<file path="config.mk">
export PLATFORM = sky130hd
export DESIGN_NAME = window_scan_controller
export DESIGN_NICKNAME = d
export VERILOG_FILES = /design/src/rtl/window_scan_controller.sv
export SDC_FILE = /design/constraint.sdc
export NUM_CORES = 1
export LEC_CHECK = 0
export BUFFER_PORTS_ARGS = -buffer_cell sky130_fd_sc_hd__buf_2
export CAP_MARGIN = 20
export CORE_AREA = 2 2 119 179
export DETAILED_ROUTE_END_ITERATION = 6
export DIE_AREA = 0 0 121 181
export PLACE_DENSITY = 0.65
export SETUP_SLACK_MARGIN = 0.15
export SYNTH_ARGS = -nofsm -noshare
export SYNTH_HDL_FRONTEND = slang
export SYNTH_SLANG_ARGS = --single-unit
</file>
<file path="constraint.sdc">
create_clock -name CLK -period 4.5 [get_ports CLK]
set_input_delay 0.45 -clock CLK [delete_from_list [all_inputs] [get_ports CLK]]
set_output_delay 0.45 -clock CLK [all_outputs]
set_load 0.02 [all_outputs]
</file>
<file path="src/rtl/window_scan_controller.sv">
// Frame scan sequencer for the face-detection datapath: walks a detection window over the
// padded integral image, forms each window sum from four corners and hands it to the classifier.
//
// state      | meaning
// -----------+-----------------------------------------------------------
// S_IDLE     | waiting for START; DET_COUNT holds the last frame's value
// S_FETCH    | read corners A,B,C,D (phases 0-3), drain last read (phase 4)
// S_ISSUE    | window offered to classifier, held until WIN_READY
// S_WAIT_RES | waiting for the classifier verdict
// S_ADVANCE  | step to the next raster position or finish
// S_DONE     | one-cycle end-of-frame pulse
module window_scan_controller #(
    parameter int IMG_W  = 640,
    parameter int IMG_H  = 480,
    parameter int WIN    = 20,
    parameter int STEP   = 4,
    parameter int ADDR_W = 19,
    parameter int DATA_W = 32
) (
    input  logic              CLK,
    input  logic              RESET_N,
    input  logic              START,
    input  logic              ABORT,
    output logic [ADDR_W-1:0] MEM_ADDR,
    output logic              MEM_RD,
    input  logic [DATA_W-1:0] MEM_RDATA,
    output logic              WIN_VALID,
    input  logic              WIN_READY,
    output logic [9:0]        WIN_X,
    output logic [9:0]        WIN_Y,
    output logic [DATA_W-1:0] WIN_SUM,
    input  logic              RES_VALID,
    input  logic              RES_FACE,
    output logic              DET_VALID,
    output logic [9:0]        DET_X,
    output logic [9:0]        DET_Y,
    output logic [15:0]       DET_COUNT,
    output logic              BUSY,
    output logic              DONE
);

    localparam int ROW = IMG_W + 1;
    localparam logic [9:0] X_LAST  = 10'(((IMG_W - WIN) / STEP) * STEP);
    localparam logic [9:0] Y_LAST  = 10'(((IMG_H - WIN) / STEP) * STEP);
    localparam logic [9:0] STEP_XY = 10'(STEP);
    localparam logic [ADDR_W-1:0] OFF_B    = ADDR_W'(WIN);
    localparam logic [ADDR_W-1:0] OFF_C    = ADDR_W'(WIN * ROW);
    localparam logic [ADDR_W-1:0] OFF_D    = ADDR_W'(WIN * ROW + WIN);
    localparam logic [ADDR_W-1:0] ROW_STEP = ADDR_W'(STEP * ROW);

    typedef enum logic [2:0] {
        S_IDLE,
        S_FETCH,
        S_ISSUE,
        S_WAIT_RES,
        S_ADVANCE,
        S_DONE
    } state_t;

    state_t            state, state_nx;
    logic [2:0]        phase;
    logic [9:0]        x_q, y_q;
    logic [ADDR_W-1:0] row_base;
    logic [ADDR_W-1:0] base;
    logic [DATA_W-1:0] sum_q;
    logic              det_valid_q;
    logic [9:0]        det_x_q, det_y_q;
    logic [15:0]       det_count_q;

    logic x_last, y_last;
    logic start_scan, face_hit, step_x, step_y;

    // row_base tracks y*(IMG_W+1) incrementally so no multiplier is needed
    assign base   = row_base + ADDR_W'(x_q);
    assign x_last = (x_q == X_LAST);
    assign y_last = (y_q == Y_LAST);

    assign start_scan = (state == S_IDLE) && START;
    assign face_hit   = (state == S_WAIT_RES) && RES_VALID && RES_FACE && !ABORT;
    assign step_x     = (state == S_ADVANCE) && !ABORT && !x_last;
    assign step_y     = (state == S_ADVANCE) && !ABORT && x_last && !y_last;

    always_ff @(posedge CLK or negedge RESET_N) begin
        if (!RESET_N) begin
            state <= S_IDLE;
        end else begin
            state <= state_nx;
        end
    end

    always_comb begin
        state_nx  = state;
        MEM_RD    = 1'b0;
        MEM_ADDR  = '0;
        WIN_VALID = 1'b0;
        BUSY      = 1'b1;
        DONE      = 1'b0;
        unique case (state)
            S_IDLE: begin
                BUSY = 1'b0;
                if (START) state_nx = S_FETCH;
            end
            S_FETCH: begin
                if (phase < 3'd4) begin
                    MEM_RD = 1'b1;
                    case (phase[1:0])
                        2'd0:    MEM_ADDR = base;
                        2'd1:    MEM_ADDR = base + OFF_B;
                        2'd2:    MEM_ADDR = base + OFF_C;
                        default: MEM_ADDR = base + OFF_D;
                    endcase
                end else begin
                    state_nx = S_ISSUE;
                end
            end
            S_ISSUE: begin
                WIN_VALID = 1'b1;
                if (WIN_READY) state_nx = S_WAIT_RES;
            end
            S_WAIT_RES: begin
                if (RES_VALID) state_nx = S_ADVANCE;
            end
            S_ADVANCE: begin
                state_nx = (x_last && y_last) ? S_DONE : S_FETCH;
            end
            S_DONE: begin
                DONE     = 1'b1;
                state_nx = S_IDLE;
            end
            default: state_nx = S_IDLE;
        endcase
        // abort outranks every other event, including a verdict in the same cycle
        if (state != S_IDLE && ABORT) state_nx = S_IDLE;
    end

    always_ff @(posedge CLK or negedge RESET_N) begin
        if (!RESET_N) begin
            phase       <= '0;
            x_q         <= '0;
            y_q         <= '0;
            row_base    <= '0;
            sum_q       <= '0;
            det_valid_q <= 1'b0;
            det_x_q     <= '0;
            det_y_q     <= '0;
            det_count_q <= '0;
        end else begin
            det_valid_q <= 1'b0;

            if (start_scan) begin
                x_q         <= '0;
                y_q         <= '0;
                row_base    <= '0;
                det_count_q <= '0;
            end

            if (state == S_FETCH) begin
                phase <= phase + 3'd1;
            end else begin
                phase <= '0;
            end

            // read data lags the strobe by one cycle: phase n consumes corner n-1
            if (state == S_FETCH) begin
                case (phase)
                    3'd1:       sum_q <= MEM_RDATA;
                    3'd2, 3'd3: sum_q <= sum_q - MEM_RDATA;
                    3'd4:       sum_q <= sum_q + MEM_RDATA;
                    default:    sum_q <= sum_q;
                endcase
            end

            if (face_hit) begin
                det_valid_q <= 1'b1;
                det_x_q     <= x_q;
                det_y_q     <= y_q;
                if (det_count_q != 16'hFFFF) det_count_q <= det_count_q + 16'd1;
            end

            if (step_x) begin
                x_q <= x_q + STEP_XY;
            end else if (step_y) begin
                x_q      <= '0;
                y_q      <= y_q + STEP_XY;
                row_base <= row_base + ROW_STEP;
            end
        end
    end

    assign WIN_X     = x_q;
    assign WIN_Y     = y_q;
    assign WIN_SUM   = sum_q;
    assign DET_VALID = det_valid_q;
    assign DET_X     = det_x_q;
    assign DET_Y     = det_y_q;
    assign DET_COUNT = det_count_q;

endmodule

</file>
==> results by group, run 1 <==
Detailed routing
  • 1st-iter DRT viols: about 470
  • DR WL/cell: around 17 um
  • Met2 Wirelength: 14300 um
  • Metal3 WL: between 1000 and 1500 um
  • Post-DRT Antenna Nets: 0
  • DRT Pass-1 Iters: 5
  • Highest routed layer: met4
  • Post-Route WL: about 27000 um
  • Wl on met1: between 10000 and 15000 um
  • # DRC: 0
  • Via Count: 8870
  • DR vias/cell: about 5.7

Yosys
  • Post-synth EDFFs: 0
  • Synth async-reset ratio: 100.0%
  • Syn Inst Count: 1112
  • Synth cell types: 83
  • Synth area leader: dfrtp_1
  • Synth top area share: around 31%
  • Syn avg cell area: approximately 8 um2
  • Synth top area cells: dfrtp_1, ha_1, nand2_1, xnor2_1, xor2_1
  • Yosys Warn Count: 0
  • Primary FF master, synth: dfrtp_1
  • Sequential area share after synthesis: ~31%
  • #FFs+latches synth: 110
  • Post-Syn Area: 0.009017 mm2

Critical path
  • Reg2reg setup slack: approximately 0.42 ns
  • Critical path class: input port to flop
  • Worst endpoint required time: between 4 and 5 ns
  • Setup crit start: MEM_RDATA[4]
  • CP Cell Sequence: buf_2 -> or4_4 -> or3_4 -> nor3_4 -> nand2_2 -> or3_1 -> or2_4 -> o21ai_1 -> xnor2_1 -> ha_1 -> a21o_1 -> a21o_1 -> a21oi_1 -> o21a_1 -> o211a_1 -> o21ai_2 -> xnor2_2 -> mux2_1 -> a2bb2oi_2
  • Worst Path Arrival: about 4.5 ns
  • Most used cell, CP: a21o_1
  • Crit Path Max Fanout: 4
  • Top delay family on crit path: simple AND/OR/NAND/NOR gates
  • R2r startpoint: phase[0]
  • Startpoint type of the worst setup path: input port
  • Slowest CP cell: or4_4
  • Reg2reg path depth: 18
  • CP Depth: 19
  • RR Endpoint: WIN_SUM[26]
  • Crit path buf inv count: 1
  • Worst Setup End Kind: flop
  • Slowest stage delay, CP: 0.54 ns
  • Setup crit end: WIN_SUM[31]

Clocking
  • CTS buffer count: 9
  • H-tree levels: 3
  • # clock sinks: 110
  • Worst-Skew Late Latency: around 0.37 ns
  • CTS tree: yes
  • Clk slew on worst S/H paths: approximately 0.10 ns
  • Root Buffer: clkbuf_16
  • Clk buf depth: 2

Global route
  • Largest net degree at the start of global routing: 50
  • Gr usage total: between 20% and 30%
  • Initial antenna violation count: 0
  • First-pass GRT wire length: 43220 um
  • Vias in the first global route: roughly 9000
  • Remaining Overflow, GRT: 0

Final layout
  • Share of layout cells above drive strength 1: about a quarter
  • Final design area excluding fillers: 0.01094 mm2
  • Number of diodes: 0
  • Area growth, synth to finish: 21.33%
  • Nets: 1391

Pwr
  • Clock share of power: between 10% and 20%
  • Seq pwr share: 23.8%
  • Logic pwr share: approximately three fifths
  • Sw Share: a little under half
  • Power Density: 505.5 mW/mm2
  • Max VDD drop: 0.0002570 V
  • Tot Pwr: roughly 0.0055 W
  • Leak: between 5 and 6 nW
  • Int Power: 0.002925 W
  • Sw Pwr: between 0.002 and 0.003 W

Floorplan
  • Die Height: 181 um
  • Die extent in x: around 120 um
  • Die area: between 0.02 and 0.025 mm2
  • Starting Density: 44.51%
  • Core footprint: slightly above 0.02 mm2
  • Row Count: 64
  • Ports: between 150 and 200

Timing
  • Worst Tran Pin Value: about 1.0 ns
  • Clock skew: 0.01690 ns
  • Final Hold Vio Count: 0
  • Max Freq: approximately 230 MHz
  • Relative slew slack: approximately a third
  • RSZ-0062 raised after global routing: yes
  • Final setup fails: 0
  • Final Cycle Share: between 90% and 100%
  • Min Tclk post-route: 4.257 ns
  • Setup TNS: 0 ns
  • PnR worst setup slack: around 0.24 ns
  • Slew Viols, Final: 0

Run status
  • Outcome: completed

Flow run
  • Max-cap violation count: 0

Placed design
  • Placer congestion estimate: about 0.90
  • DP HPWL: around 20000 um
  • Area after DPL: around 0.010 mm2
  • Pre-CTS setup slack: -0.2027 ns
  • Port Buffers: between 100 and 150

Worst hold path
  • HP Class: input port to asynchronous set/reset pin
state kept, by name, indices dropped and copies added, names as in the netlist:
register and cells:
phase 3, row_base 19, WIN_X 8, DET_Y 10
DET_VALID 1, DET_COUNT 16, state 3, DET_X 8
WIN_SUM 32, WIN_Y 10
worst register-to-register path, delay by kind of cell, from the launching register on:
family / cells / cell delay [ns]
AO/OA/AOI/OAI: 9 / 2.13
XOR/XNOR: 1 / 0.18
adder cells (fa/ha/maj): 2 / 0.49
buffers and inverters: 4 / 0.61
flip-flops: 1 / 0.41
AND/OR/NAND/NOR: 2 / 0.17
Yosys cell counts, drive strengths merged (16+ instances only):
cell / number
inv: 28
nand4: 22
a211oi: 16
a21oi: 81
a21o: 17
dfrtp: 110
nor3: 26
nor2: 102
clkbuf: 44
nand3: 40
a31oi: 16
o21ai: 76
xor2: 50
ha: 57
xnor2: 53
nand2: 168
o31ai: 16
cells in the final DEF (no fill, tap or decap), types with 5 or more instances in the layout:
cell / instances
nand2_1: 167
buf_2: 143
dfrtp_1: 107
nor2_1: 101
a21oi_1: 78
buf_4: 75
o21ai_0: 59
ha_1: 53
xnor2_1: 51
xor2_1: 49
nand3_1: 40
inv_1: 28
nand4_1: 22
nor3_1: 20
a21o_1: 17
a31oi_1: 14
and2_1: 13
or3_1: 12
and3_1: 12
a211oi_1: 12
o21ai_1: 11
o21a_1: 11
o31ai_1: 11
a221oi_1: 10
o211ai_1: 9
mux2i_1: 9
clkbuf_16: 9
nand2b_1: 8
nor2b_1: 7
o22ai_1: 7
or4_1: 6
o21ai_2: 6
or2_2: 6
a211o_1: 5
o21bai_1: 5
conb_1: 5
power by group through the flow:
| stage | registers, W | clock network (W) | logic (W) |
|---|---|---|---|
| finish | 0.00132 | 0.000897 | 0.00332 |
| global route | 0.00134 | 0.000955 | 0.00366 |
| CTS | 0.00132 | 0.000920 | 0.00329 |
| detailed placement | 0.00134 | 0 | 0.00328 |
| global placement | 0.00133 | 0 | 0.00324 |
| floorplan | 0.00146 | 0 | 0.00207 |
per-layer routing:
metal	up-vias	global-route usage (%)
met1	4226	26.85
met5	-	0
met2	235	46.02
met3	59	2.715
li1	4350	-
met4	0	10.93
logic make-up after synthesis:
group | count (synthesis) | share of synthesized area (%)
flip-flops | 110 | 30.53
AO/OA/AOI/OAI | 303 | 22.44
buffers and inverters | 80 | 3.524
multiplexers | 14 | 1.748
XOR/XNOR | 103 | 10.25
other | 1 | 0.04159
AND/OR/NAND/NOR | 443 | 23.34
adder cells (fa/ha/maj) | 58 | 8.131
per-stage QoR:
step           cells  hold WS (ns)  util (%)
6_report        1563      0.007219     54.00
3_5_place_dp    1543        0.4411     51.41
4_1_cts         1560       0.02682     53.26
2_1_floorplan   1116        0.1544         -
5_1_grt         1563       0.04429     54.00
3_3_place_gp    1543        0.4383     51.41
what timing repair did:
item | 4_1_cts | 5_1_grt
gates resized for setup | 8 | 27
setup buffers | 1 | 3
setup endpoints to repair | 8 | 16
hold buffers | 0 | 0
pin swaps | 2 | 12
how the worst min path moves through the flow:
stage	to	depth (start not counted)	startpoint
floorplan	DET_COUNT[0]	0	RESET_N
global placement	WIN_SUM[2]	1	RESET_N
detailed placement	WIN_SUM[2]	1	RESET_N
CTS	WIN_SUM[2]	1	RESET_N
global route	WIN_SUM[2]	1	RESET_N
finish	WIN_SUM[2]	1	RESET_N
area by class of cell:
class | instances | area [um2]
Clock buffer | 9 | 225.2
Clock inverter | 7 | 103.9
Fill cell | 1965 | 9319
Inverter | 28 | 105.1
Multi-Input combinational cell | 926 | 6130
Sequential cell | 110 | 2756
Tap cell | 264 | 330.3
Timing Repair Buffer | 219 | 1290
(Power assumes the default switching activity.)
==> run 2: changes to the inputs <==
- REMOVE_ABC_BUFFERS: unset -> 1
==> results by group, run 2 (synthesis gave the netlist of run 1 again) <==
Floorplan
  • Die area: approximately 0.022 mm2
  • Die Height: approximately 180 um
  • Row Count: between 60 and 70
  • Starting Density: around 45%
  • Ports: 151
  • Die extent in x: about 120 um
  • Core footprint: 0.02026 mm2

Timing
  • Clock skew: 0.01121 ns
  • Min Tclk post-route: around 4.3 ns
  • Relative slew slack: around 33%
  • Final setup fails: 0
  • RSZ-0062 raised after global routing: yes
  • Slew Viols, Final: 0
  • PnR worst setup slack: between 0.15 and 0.2 ns
  • Final Hold Vio Count: 0
  • Worst Tran Pin Value: slightly above 1 ns
  • Max Freq: about 230 MHz
  • Final Cycle Share: between 90 and 100%

Critical path
  • RR Endpoint: WIN_SUM[20]
  • Startpoint type of the worst setup path: input port
  • Top delay family on crit path: simple AND/OR/NAND/NOR gates
  • Crit Path Max Fanout: 4
  • Reg2reg path depth: 18
  • Worst endpoint required time: about 4.8 ns
  • Critical path class: input port to flop
  • CP Cell Sequence: buf_6 -> or4_4 -> or3_4 -> nor3_4 -> nand2_1 -> buf_4 -> o21ai_0 -> xnor2_1 -> ha_1 -> nand3_1 -> nor4_1 -> a22oi_1 -> a31oi_2 -> o22ai_2 -> o21a_1 -> o31ai_1 -> buf_4 -> xnor2_1 -> o21ai_1
  • Worst Setup End Kind: flop
  • Worst Path Arrival: around 4.6 ns
  • Reg2reg setup slack: about 0.43 ns
  • Setup crit start: MEM_RDATA[4]
  • Slowest stage delay, CP: 0.54 ns
  • CP Depth: 19
  • Slowest CP cell: or4_4
  • Setup crit end: WIN_SUM[29]
  • Crit path buf inv count: 3
  • R2r startpoint: phase[0]

Pwr
  • Max VDD drop: around 0.00029 V
  • Power Density: just over 500 mW/mm2
  • Leak: 5.145 nW

Global route
  • Initial antenna violation count: 0
  • Grt met1 use: between 20% and 30%
  • Met2 Track Usage GR: a little under half
  • Gr usage total: 24.96%
  • Remaining Overflow, GRT: 0
  • First-pass GRT wire length: 44180 um
  • GR Util met3: 3.535%
  • GR peak layer: met2
  • Vias in the first global route: between 8000 and 9000
  • Largest net degree at the start of global routing: 55

Final layout
  • Final design area excluding fillers: about 0.011 mm2
  • Footprint of the multi-input gates: slightly above 0.006 mm2
  • Sequential cell area: roughly 0.0028 mm2
  • Max reg flops: 32
  • Share of layout cells above drive strength 1: 23.01%
  • Most used cells in the layout excluding fill and tap cells: nand2_1, buf_2, dfrtp_1
  • Area growth, synth to finish: 20.92%
  • Most common cell after layout, fill and taps aside: nand2_1
  • Number of diodes: 0
  • Nets: 1383
  • Filler cells: slightly below 2000
  • Final cell count without fillers: 1555

Clocking
  • Worst-Skew Late Latency: 0.36 ns
  • Root Buffer: clkbuf_16
  • # clock sinks: between 100 and 150
  • CTS buffer count: 9
  • CTS tree: yes
  • Clk slew on worst S/H paths: around 0.080 ns
  • Clk buf depth: 2
  • Cts hold-fix bufs: 0
  • H-tree levels: 3

Worst hold path
  • HP Class: input port to asynchronous set/reset pin

Detailed routing
  • # DRC: 0
  • DR vias/cell: between 5 and 6
  • 1st-iter DRT viols: ~540
  • DRT Pass-1 Iters: 5
  • Via Count: 8955
  • Post-DRT Antenna Nets: 0
  • DR WL/cell: roughly 17 um
  • Post-Route WL: 27160 um

Placed design
  • Port Buffers: between 100 and 150
  • Pre-CTS setup slack: -0.1508 ns
  • Placer congestion estimate: roughly 0.94
  • Placed Cells incl. Taps: around 1500
  • Area after DPL: ~0.010 mm2
  • DP HPWL: slightly above 20000 um

Run status
  • Outcome: completed

Flow run
  • Max-cap violation count: 0
## run 2: changes by cell type in the layout (fill, tap and decap cells not counted), sizes merged
cell / delta
clkinv: -4
buf: -8
clkbuf: +1
inv: +2
bufinv: +1
## run 2: layout make-up
type                            count  area share (%)
Clock inverter                      6          0.9065
Clock buffer                       10           2.192
Multi-Input combinational cell    926           56.31
Sequential cell                   110           25.27
Inverter                           28          0.9639
Timing Repair Buffer              211           11.34
Tap cell                          264           3.029
## run 2: worst min-delay path by stage
| stage | start | endpoint | slack [ns] |
|---|---|---|---|
| 6_report | RESET_N | WIN_SUM[2] | 0.16 |
| 5_1_grt | RESET_N | WIN_SUM[2] | 0.21 |
| 4_1_cts | RESET_N | WIN_SUM[2] | 0.19 |
| 3_5_place_dp | DET_Y[4] | DET_Y[4] | 0.46 |
| 3_3_place_gp | DET_Y[2] | DET_Y[2] | 0.45 |
| 2_1_floorplan | RESET_N | DET_COUNT[0] | 0.15 |
## run 2: through the flow
stage	power [W]	hold WS [ns]	TNS [ns]	util [%]
6_report	0.005589	0.1635	0	53.82
5_1_grt	0.006029	0.2105	0	53.82
4_1_cts	0.005552	0.1887	0	52.82
3_5_place_dp	0.004613	0.4615	-0.3396	51.04
3_3_place_gp	0.004567	0.4532	-0.2545	51.04
2_1_floorplan	0.003489	0.1544	0	-
## run 2: layer usage
metal,vias to the layer above,share of wire [%]
met1,4321,39
li1,4340,-
met2,228,53
met3,66,4.3
met5,-,0
met4,0,3.9
## run 2: timing repair
| item | 4_1_cts | 5_1_grt |
|---|---|---|
| pin swaps | 1 | 10 |
| gates resized for setup | 5 | 31 |
| buffers inserted | 0 | 6 |
| setup endpoints to repair | 5 | 13 |
## run 2: power breakdown
| part | switching (W) | internal, W |
|---|---|---|
| Combinational | 0.00202 | 0.00132 |
| Sequential | 0.000172 | 0.00115 |
| Clock | 0.000413 | 0.000516 |
| Total | 0.00261 | 0.00298 |
==> run 3: changes to the inputs <==
- clock period: 4.5 -> 4.55 ns (I/O delays scaled with it)
==> results by group, run 3 (synthesis gave the netlist of run 1 again) <==
Final layout
  • Most common cell after layout, fill and taps aside: nand2_1
  • Max reg flops: 32
  • Share of layout cells above drive strength 1: 22.73%
  • Nets: around 1400
  • Number of diodes: 0
  • Final cell count without fillers: approximately 1600
  • Filler cells: 1985
  • Area growth, synth to finish: 20.30%
  • Most used cells in the layout excluding fill and tap cells: nand2_1, buf_2, dfrtp_1

Detailed routing
  • # DRC: 0
  • DR WL/cell: around 17 um
  • 1st-iter DRT viols: roughly 630
  • DRT Pass-1 Iters: 7
  • Post-DRT Antenna Nets: 0
  • DR vias/cell: ~5.7
  • Via Count: 8905
  • Post-Route WL: about 27000 um

Timing
  • Max Freq: 234.9 MHz
  • Final Hold Vio Count: 0
  • Final Cycle Share: a little over 90%
  • Worst Tran Pin Value: between 0.9 and 1 ns
  • Final setup fails: 0
  • Clock skew: 0.01306 ns
  • Slew Viols, Final: 0
  • PnR worst setup slack: 0.2934 ns
  • RSZ-0062 raised after global routing: yes
  • Relative slew slack: 39.03%
  • Min Tclk post-route: between 4 and 5 ns

Placed design
  • Port Buffers: 146
  • Pre-CTS setup slack: -0.1456 ns
  • Placer congestion estimate: around 0.9
  • DP HPWL: roughly 20000 um
  • Placed Cells incl. Taps: ~1500

Pwr
  • Leak: around 5.1 nW
  • Max VDD drop: between 0.0002 and 0.0003 V
  • Int Power: roughly 0.0028 W
  • Power Density: around 500 mW/mm2
  • Sw Pwr: about 0.0026 W
  • Seq pwr share: about 24%
  • Clock share of power: ~15%
  • Sw Share: a little under half
  • Logic pwr share: 60.3%

Critical path
  • Startpoint type of the worst setup path: input port
  • Crit Path Max Fanout: 4
  • Worst Path Arrival: between 4 and 5 ns
  • Worst Setup End Kind: flop
  • Critical path class: input port to flop
  • Worst endpoint required time: about 4.8 ns

Floorplan
  • Starting Density: roughly 45%
  • Ports: approximately 150
  • Die area: ~0.022 mm2
  • Row Count: 64
  • Core footprint: about 0.02 mm2
  • Die Height: 181 um
  • Die extent in x: approximately 120 um

Global route
  • First-pass GRT wire length: 43710 um
  • Vias in the first global route: approximately 8800
  • Initial antenna violation count: 1
  • Gr usage total: roughly a quarter
  • Remaining Overflow, GRT: 0
  • Largest net degree at the start of global routing: between 50 and 60

Clocking
  • Root Buffer: clkbuf_16
  • Clk slew on worst S/H paths: 0.08 ns
  • Clk buf depth: 2
  • CTS tree: yes
  • H-tree levels: 3
  • Cts hold-fix bufs: 0
  • CTS buffer count: 9
  • Worst-Skew Late Latency: 0.37 ns
  • # clock sinks: 110

Flow run
  • Max-cap violation count: 0

Run status
  • Outcome: completed

Worst hold path
  • HP Class: input port to asynchronous set/reset pin
## run 3: cell type report
class                      instances  area (um2)  share of cell area [%]
clock buffer                      10       239.0                   2.203
sequential                       110        2756                   25.41
multi-input combinational        926        6126                   56.47
clock inverter                     6       67.56                  0.6228
inverter                          28       105.1                  0.9689
tap                              264       330.3                   3.045
timing repair buffer             209        1224                   11.28
## run 3: worst paths after layout
path	slack (ns)	cells past startpoint	end	startpoint
worst max register to register	0.47	17	WIN_SUM[29]	phase[0]
max in group asynchronous	3.44	2	WIN_X[2]	RESET_N
worst max-delay path	0.29	20	WIN_SUM[29]	MEM_RDATA[4]
worst min register to register	0.48	2	DET_X[4]	DET_X[4]
worst min-delay path	0.11	1	WIN_SUM[2]	RESET_N
min in group CLK	0.35	2	state[1]	ABORT
## run 3: metrics by stage
| step | hold WS (ns) | util, % | TNS [ns] | total power (W) | instance area (um2) |
|---|---|---|---|---|---|
| 5_1_grt | 0.1692 | 53.55 | 0 | 0.005793 | 10850 |
| 3_5_place_dp | 0.4562 | 51.11 | -0.3633 | 0.004524 | 10350 |
| 4_1_cts | 0.1359 | 52.74 | 0 | 0.005374 | 10690 |
| 6_report | 0.1131 | 53.55 | 0 | 0.005390 | 10850 |
| 3_3_place_gp | 0.4549 | 51.11 | -0.2104 | 0.004482 | 10350 |
| 2_1_floorplan | 0.1594 | - | 0 | 0.003450 | 8820 |
## run 3: what timing repair did
| action | 4_1_cts | 5_1_grt |
|---|---|---|
| setup endpoints to repair | 5 | 13 |
| buffers inserted | 1 | 3 |
| resized for setup | 6 | 28 |
| pin swaps | 1 | 8 |
## run 3: power by group through the flow
stage / Sequential (W) / Clock (W) / Combinational, W
floorplan: 0.00146 / 0 / 0.00199
global placement: 0.00133 / 0 / 0.00315
detailed placement: 0.00134 / 0 / 0.00319
CTS: 0.00132 / 0.000853 / 0.00320
global route: 0.00134 / 0.000877 / 0.00357
finish: 0.00132 / 0.000824 / 0.00325
## run 3: per-layer routing
layer	part of all wire (%)	track usage [%]
met5	0.048	0
met4	3.6	10.60
met3	4.3	4.293
met2	54	45.37
met1	38	27.44
## run 3: worst max-delay path: stages
cell	delay (ns)
buf_2	0.11
or4_4	0.55
or3_4	0.37
nor3_4	0.16
buf_4	0.15
nand2_1	0.07
buf_4	0.16
o21ai_1	0.14
xnor2_1	0.09
ha_1	0.35
nand3_1	0.15
nor4_2	0.28
a22oi_1	0.15
a31oi_2	0.31
o22ai_2	0.15
o21a_1	0.22
o31ai_2	0.30
buf_4	0.17
xnor2_1	0.11
o21ai_1	0.07
